`src/rtl/layer1_pixel_streamer.sv`:
```
`default_nettype none
// ============================================================================
// layer1_pixel_streamer: raster replay of the image RAM through a skid buffer;
// optional per-row read gaps with PIXEL_STREAMER_ROW_GAP_EN.   Revision 1.0
// ============================================================================
module layer1_pixel_streamer #(
  parameter int IMG_WIDTH  = 28,
  parameter int IMG_HEIGHT = 28,
  parameter int DATA_WIDTH = 8,
  parameter int ADDR_WIDTH = 10,
  parameter int GAP_CYCLES = 4
) (
  input  logic                  clk,
  input  logic                  rst_n,
  input  logic                  start_i,
  output logic                  busy_o,
  output logic                  done_o,
  output logic                  mem_rd_en_o,
  output logic [ADDR_WIDTH-1:0] mem_addr_o,
  input  logic [DATA_WIDTH-1:0] mem_rdata_i,
  input  logic                  out_ready_i,
  output logic                  pix_valid_o,
  output logic [DATA_WIDTH-1:0] pix_data_o,
  output logic [9:0]            pix_x_o,
  output logic [9:0]            pix_y_o,
  output logic                  frame_last_o
);

  localparam int                    c_NUM_PIX   = IMG_WIDTH * IMG_HEIGHT;
  localparam logic [ADDR_WIDTH-1:0] c_LAST_ADDR = ADDR_WIDTH'(c_NUM_PIX - 1);
  localparam logic [ADDR_WIDTH-1:0] c_ADDR_ONE  = ADDR_WIDTH'(1);
  localparam logic [9:0]            c_LAST_X    = 10'(IMG_WIDTH - 1);
  localparam logic [9:0]            c_LAST_Y    = 10'(IMG_HEIGHT - 1);

  localparam logic [1:0] c_ST_IDLE  = 2'd0;
  localparam logic [1:0] c_ST_FETCH = 2'd1;
`ifdef PIXEL_STREAMER_ROW_GAP_EN
  localparam logic [1:0] c_ST_GAP   = 2'd2;
`endif
  localparam logic [1:0] c_ST_DRAIN = 2'd3;

  logic [1:0]            state_q, state_d;
  logic                  busy_q, busy_d;
  logic                  done_q, done_d;
  logic                  rd_en_q;
  logic                  rvalid_q;
  logic [ADDR_WIDTH-1:0] addr_q, addr_d;
  logic [ADDR_WIDTH-1:0] rd_cnt_q, rd_cnt_d;
  logic                  out_valid_q, out_valid_d;
  logic [DATA_WIDTH-1:0] out_data_q, out_data_d;
  logic [DATA_WIDTH-1:0] skid0_q, skid0_d;
  logic [DATA_WIDTH-1:0] skid1_q, skid1_d;
  logic [1:0]            skid_cnt_q, skid_cnt_d;
  logic [9:0]            x_q, x_d;
  logic [9:0]            y_q, y_d;

  logic w_accept;
  logic w_pop;
  logic w_out_free;
  logic w_shift;
  logic w_push;
  logic w_last_xfer;
  logic w_last_addr;
  logic w_credit_ok;
  logic w_issue;

  assign w_accept    = (state_q == c_ST_IDLE) && start_i && !done_q;
  assign w_pop       = out_valid_q && out_ready_i;
  assign w_out_free  = !out_valid_q || w_pop;
  assign w_shift     = w_out_free && (skid_cnt_q != 2'd0);
  assign w_push      = rvalid_q && !(w_out_free && (skid_cnt_q == 2'd0));
  assign w_last_xfer = w_pop && (x_q == c_LAST_X) && (y_q == c_LAST_Y);
  assign w_last_addr = (rd_cnt_q == c_LAST_ADDR);

  // The output register is the presentation stage; the 2-entry skid plus the
  // two RAM pipeline stages may never exceed 2, so a stall cannot lose data.
  assign w_credit_ok = (({1'b0, skid_cnt_d} + {2'b00, rd_en_q}) <= 3'd1);

`ifdef PIXEL_STREAMER_ROW_GAP_EN
  localparam int c_GAP_W = (GAP_CYCLES > 1) ? $clog2(GAP_CYCLES) : 1;

  logic [9:0]         rd_col_q;
  logic [c_GAP_W-1:0] gap_cnt_q;
  logic               w_row_end;
  logic               w_gap_exit;

  always_ff @(posedge clk or negedge rst_n) begin
    if (!rst_n) begin
      rd_col_q  <= '0;
      gap_cnt_q <= '0;
    end else begin
      if (w_accept) begin
        rd_col_q <= (IMG_WIDTH == 1) ? 10'd0 : 10'd1;
      end else if (w_issue) begin
        rd_col_q <= (rd_col_q == c_LAST_X) ? 10'd0 : rd_col_q + 10'd1;
      end
      if (state_q == c_ST_GAP) begin
        gap_cnt_q <= gap_cnt_q + c_GAP_W'(1);
      end else begin
        gap_cnt_q <= '0;
      end
    end
  end

  assign w_row_end  = (rd_col_q == c_LAST_X) && !w_last_addr;
  assign w_gap_exit = (gap_cnt_q == c_GAP_W'(GAP_CYCLES - 1));
`else
  logic w_unused_gap;
  assign w_unused_gap = ^GAP_CYCLES;
`endif

  always_ff @(posedge clk or negedge rst_n) begin
    if (!rst_n) begin
      state_q <= c_ST_IDLE;
    end else begin
      state_q <= state_d;
    end
  end

  always_comb begin
    state_d = state_q;
    case (state_q)
      c_ST_IDLE: begin
        if (w_accept) begin
          state_d = (c_NUM_PIX == 1) ? c_ST_DRAIN : c_ST_FETCH;
        end
      end
      c_ST_FETCH: begin
        if (w_issue && w_last_addr) begin
          state_d = c_ST_DRAIN;
        end
`ifdef PIXEL_STREAMER_ROW_GAP_EN
        else if (w_issue && w_row_end) begin
          state_d = c_ST_GAP;
        end
`endif
      end
`ifdef PIXEL_STREAMER_ROW_GAP_EN
      c_ST_GAP: begin
        if (w_gap_exit) begin
          state_d = c_ST_FETCH;
        end
      end
`endif
      c_ST_DRAIN: begin
        if (w_last_xfer) begin
          state_d = c_ST_IDLE;
        end
      end
      default: state_d = c_ST_IDLE;
    endcase
  end

  // The start edge itself issues address 0.
  always_comb begin
    w_issue = 1'b0;
    case (state_q)
      c_ST_IDLE:  w_issue = w_accept;
      c_ST_FETCH: w_issue = w_credit_ok;
      default:    w_issue = 1'b0;
    endcase
  end

  always_comb begin
    busy_d   = busy_q;
    done_d   = w_last_xfer;
    addr_d   = addr_q;
    rd_cnt_d = rd_cnt_q;
    if (w_accept) begin
      busy_d   = 1'b1;
      addr_d   = '0;
      rd_cnt_d = c_ADDR_ONE;
    end else if (w_issue) begin
      addr_d   = rd_cnt_q;
      rd_cnt_d = rd_cnt_q + c_ADDR_ONE;
    end
    if (w_last_xfer) begin
      busy_d = 1'b0;
    end
  end

  always_comb begin
    out_valid_d = out_valid_q;
    out_data_d  = out_data_q;
    if (w_out_free) begin
      if (skid_cnt_q != 2'd0) begin
        out_valid_d = 1'b1;
        out_data_d  = skid0_q;
      end else if (rvalid_q) begin
        out_valid_d = 1'b1;
        out_data_d  = mem_rdata_i;
      end else begin
        out_valid_d = 1'b0;
      end
    end

    skid0_d    = w_shift ? skid1_q : skid0_q;
    skid1_d    = skid1_q;
    skid_cnt_d = skid_cnt_q - {1'b0, w_shift};
    if (w_push) begin
      if (skid_cnt_d == 2'd0) begin
        skid0_d = mem_rdata_i;
      end else begin
        skid1_d = mem_rdata_i;
      end
      skid_cnt_d = skid_cnt_d + 2'd1;
    end
  end

  always_comb begin
    x_d = x_q;
    y_d = y_q;
    if (w_accept) begin
      x_d = '0;
      y_d = '0;
    end else if (w_pop) begin
      if (x_q == c_LAST_X) begin
        x_d = '0;
        y_d = (y_q == c_LAST_Y) ? 10'd0 : y_q + 10'd1;
      end else begin
        x_d = x_q + 10'd1;
      end
    end
  end

  always_ff @(posedge clk or negedge rst_n) begin
    if (!rst_n) begin
      busy_q      <= 1'b0;
      done_q      <= 1'b0;
      rd_en_q     <= 1'b0;
      rvalid_q    <= 1'b0;
      addr_q      <= '0;
      rd_cnt_q    <= '0;
      out_valid_q <= 1'b0;
      out_data_q  <= '0;
      skid0_q     <= '0;
      skid1_q     <= '0;
      skid_cnt_q  <= '0;
      x_q         <= '0;
      y_q         <= '0;
    end else begin
      busy_q      <= busy_d;
      done_q      <= done_d;
      rd_en_q     <= w_issue;
      rvalid_q    <= rd_en_q;
      addr_q      <= addr_d;
      rd_cnt_q    <= rd_cnt_d;
      out_valid_q <= out_valid_d;
      out_data_q  <= out_data_d;
      skid0_q     <= skid0_d;
      skid1_q     <= skid1_d;
      skid_cnt_q  <= skid_cnt_d;
      x_q         <= x_d;
      y_q         <= y_d;
    end
  end

  assign busy_o       = busy_q;
  assign done_o       = done_q;
  assign mem_rd_en_o  = rd_en_q;
  assign mem_addr_o   = addr_q;
  assign pix_valid_o  = out_valid_q;
  assign pix_data_o   = out_data_q;
  assign pix_x_o      = x_q;
  assign pix_y_o      = y_q;
  assign frame_last_o = out_valid_q && (x_q == c_LAST_X) && (y_q == c_LAST_Y);

endmodule
`default_nettype wire

```
`config.mk`:
```
export PLATFORM = sky130hd
export DESIGN_NAME = layer1_pixel_streamer
export DESIGN_NICKNAME = d
export VERILOG_FILES = /design/src/rtl/layer1_pixel_streamer.sv
export SDC_FILE = /design/constraint.sdc
export NUM_CORES = 1
export LEC_CHECK = 0
export ABC_AREA = 1
export CORE_ASPECT_RATIO = 1.5
export CORE_MARGIN = 4
export CORE_UTILIZATION = 54
export DETAILED_ROUTE_END_ITERATION = 12
export GPL_TIMING_DRIVEN = 0
export PLACE_DENSITY_LB_ADDON = 0.3
export SYNTH_ARGS = -nofsm -noshare
export SYNTH_HDL_FRONTEND = slang
export SYNTH_SLANG_ARGS = --single-unit
export TNS_END_PERCENT = 1
```
`constraint.sdc`:
```
create_clock -name clk -period 3.4 [get_ports clk]
set_clock_uncertainty 0.2 [all_clocks]
set_input_delay 0.85 -clock clk [delete_from_list [all_inputs] [get_ports clk]]
set_output_delay 0.85 -clock clk [all_outputs]
set_load 0.1 [all_outputs]
```
==> metrics.txt <==
status=finished, final reports clean; Tcrit/Tclk final=0.938; clk_lat worst skew=0.36 ns; wire per inst=14.6 um; Worst Setup Path Type=input port to register; most common cell after layout, fill and taps aside=nand2_1; site row count=36; antenna cells=0; Area Growth Syn to Fin=25.5%; number of flops mapped to enable cells by yosys=0; global-route wire length before repair=14,700 um; Reg2Reg Depth=18; Slew HR=0.341; Distinct cells, synth=33; WP data required=3.45 ns; Initial DRT Pass Iterations=7; worst-margin pin slew=0.986 ns; DR iter-0 viols=235; CTS tree=built; Longest Clk Path Bufs=2; Fin Hold WS=0.219 ns; vias per cell=5.53; gate count of the mapped netlist=453; post-synthesis sequential area ratio=0.494; synthesized flop and latch total=73; largest net degree at the start of global routing=43; chip width=75.6 um; total gr overflow=0; final hold violation count=0; Setup crit end kind=register; Post-Syn Area=3700 sq um; NumNets Final=542; Initial Utilization=0.562; vias in the first global route=3,295; # port buffers=54; syn avg cell area=8.16 sq um; Synthesized Nets=473; layout cells sized above 1=0.112; final WL=8820 um; DP HPWL=6450 um; I/O Pins=55; Tmin final=3.19 ns; DRC=0; Final Setup Violations=0; Worst Path Arrival=3.24 ns; Synth Flop Type=dfrtp_1; max cap viols=0; type of origin of the critical path=input port; fraction of registers with async set/reset=1.00; max-slew violations=0; Routed Antenna Nets=0; Hold WC Path Type=input port to async pin; CTS Hold Bufs=0; clock-pin slew on the worst setup and hold paths=0.08 ns; chip height=109 um; gr usage total=0.234; initial antenna violation count=0; CTS Buf Count=9; CTS H-tree lvls=3; Fin Setup TNS=0 ns; core area=6580 sq um; Fmax=313 MHz; clock sink total=73; GPL Wtd Cong=0.853; Syn. warnings=0; die area=8260 sq um; vias=3,337; Root Driver=clkbuf_8; crit path max fanout=10; most frequent cells in the layout=nand2_1 (101), dfrtp_1 (72), clkdlybuf4s50_1 (51)
## path summary, 6_finish.rpt
check                      slack, ns                       to               startpoint
min                             0.22   pix_x_o[3]$_DFFE_PN0P_                    rst_n
min in group clk                0.24       rvalid_q$_DFF_PN0_    mem_rd_en_o$_DFF_PN0_
max                             0.21  rd_cnt_q[6]$_DFFE_PN0P_              out_ready_i
max in group asynchronous       2.22  rd_cnt_q[7]$_DFFE_PN0P_                    rst_n
max reg2reg                     0.26  rd_cnt_q[6]$_DFFE_PN0P_  skid_cnt_q[1]$_DFF_PN0_
min reg2reg                     0.24       rvalid_q$_DFF_PN0_    mem_rd_en_o$_DFF_PN0_
## per-stage QoR
step                      std cells   util  area, sq um  setup slack [ns]
after floorplan                 453      -         3710           -0.0816
after detailed placement        584  0.663         4360            -0.930
after CTS                       600  0.701         4610             0.105
after global routing            603  0.705         4640          -0.00362
after global placement          583  0.661         4340             -1.48
final                           603  0.705         4640             0.210
## synth_stat cells, types with 2 or more instances
cell      instances  area [sq um]
nor2_4            2          22.5
nor3_1           14          70.1
dfrtp_1          73          1830
nand2_2           2          12.5
o21bai_1          2          15.0
a21oi_1          10          50.1
or2_2             2          12.5
inv_2             4          15.0
buf_4             2          15.0
ha_1              8           100
xnor2_1           2          17.5
buf_2             7          35.0
nor2_1           45           169
a31oi_1          17           106
o21ai_2           8          70.1
o21ai_0          42           210
inv_1            50           188
clkbuf_1          4          15.0
nand3_1          25           125
nand2_1         102           383
nand3b_1          2          15.0
o21a_1            5          37.5
nand4_1          15          93.8
## critical path, stage by stage
cell           delay, ns
dlygate4sd2_1       0.28
nor2_4              0.17
nor2_4              0.08
xnor2_2             0.15
ha_1                0.32
o21ai_2             0.21
inv_1               0.09
ha_1                0.19
inv_1               0.05
nand3_1             0.05
nand2_1             0.07
nand2_1             0.11
clkbuf_4            0.21
nor3_4              0.19
nand3_1             0.09
nand2_1             0.07
nor2_1              0.04
## routing by layer
layer	global-route usage	up-vias	share of wire
met4	0.0850	0	0.016
met1	0.273	1585	0.39
met5	0	-	0
li1	-	1634	-
met3	0.0531	13	0.050
met2	0.410	105	0.55
## state kept, by name (all words and copies together), names as in the netlist, 8 cells and up
signal and cells:
skid0_q 8, pix_x_o 10, pix_y_o 10, pix_data_o 8
mem_addr_o 10, rd_cnt_q 10, skid1_q 8
## what timing repair did
item                       4_1_cts  5_1_grt
setup endpoints to repair       23       14
gates resized for setup         11        6
buffers inserted                 0        3
pin swaps                        0        2
## cells by family (layout without fill, tap and decap cells)
kind of cell,count (synthesis),count (layout),share of synthesized area
xor gates and xnor gates,3,3,0.00711
buffers and inverters,70,144,0.0819
AOI/OAI and AO/OA,87,87,0.140
adders and majority gates,8,8,0.0271
and+or+nand+nor,212,212,0.249
DFF,73,73,0.494
## final cells by class
class | count | area, sq um
Clock buffer | 12 | 145
Sequential cell | 73 | 1830
Timing Repair Buffer | 58 | 574
Fill cell | 530 | 1940
Clock inverter | 4 | 76.3
Inverter | 55 | 210
Buffer | 15 | 103
Tap cell | 76 | 95.1
Multi-Input combinational cell | 310 | 1610
Power is left out: the tool's default activity adds up to more than one toggle a clock period on the data nets, which glitch-free logic cannot reach.
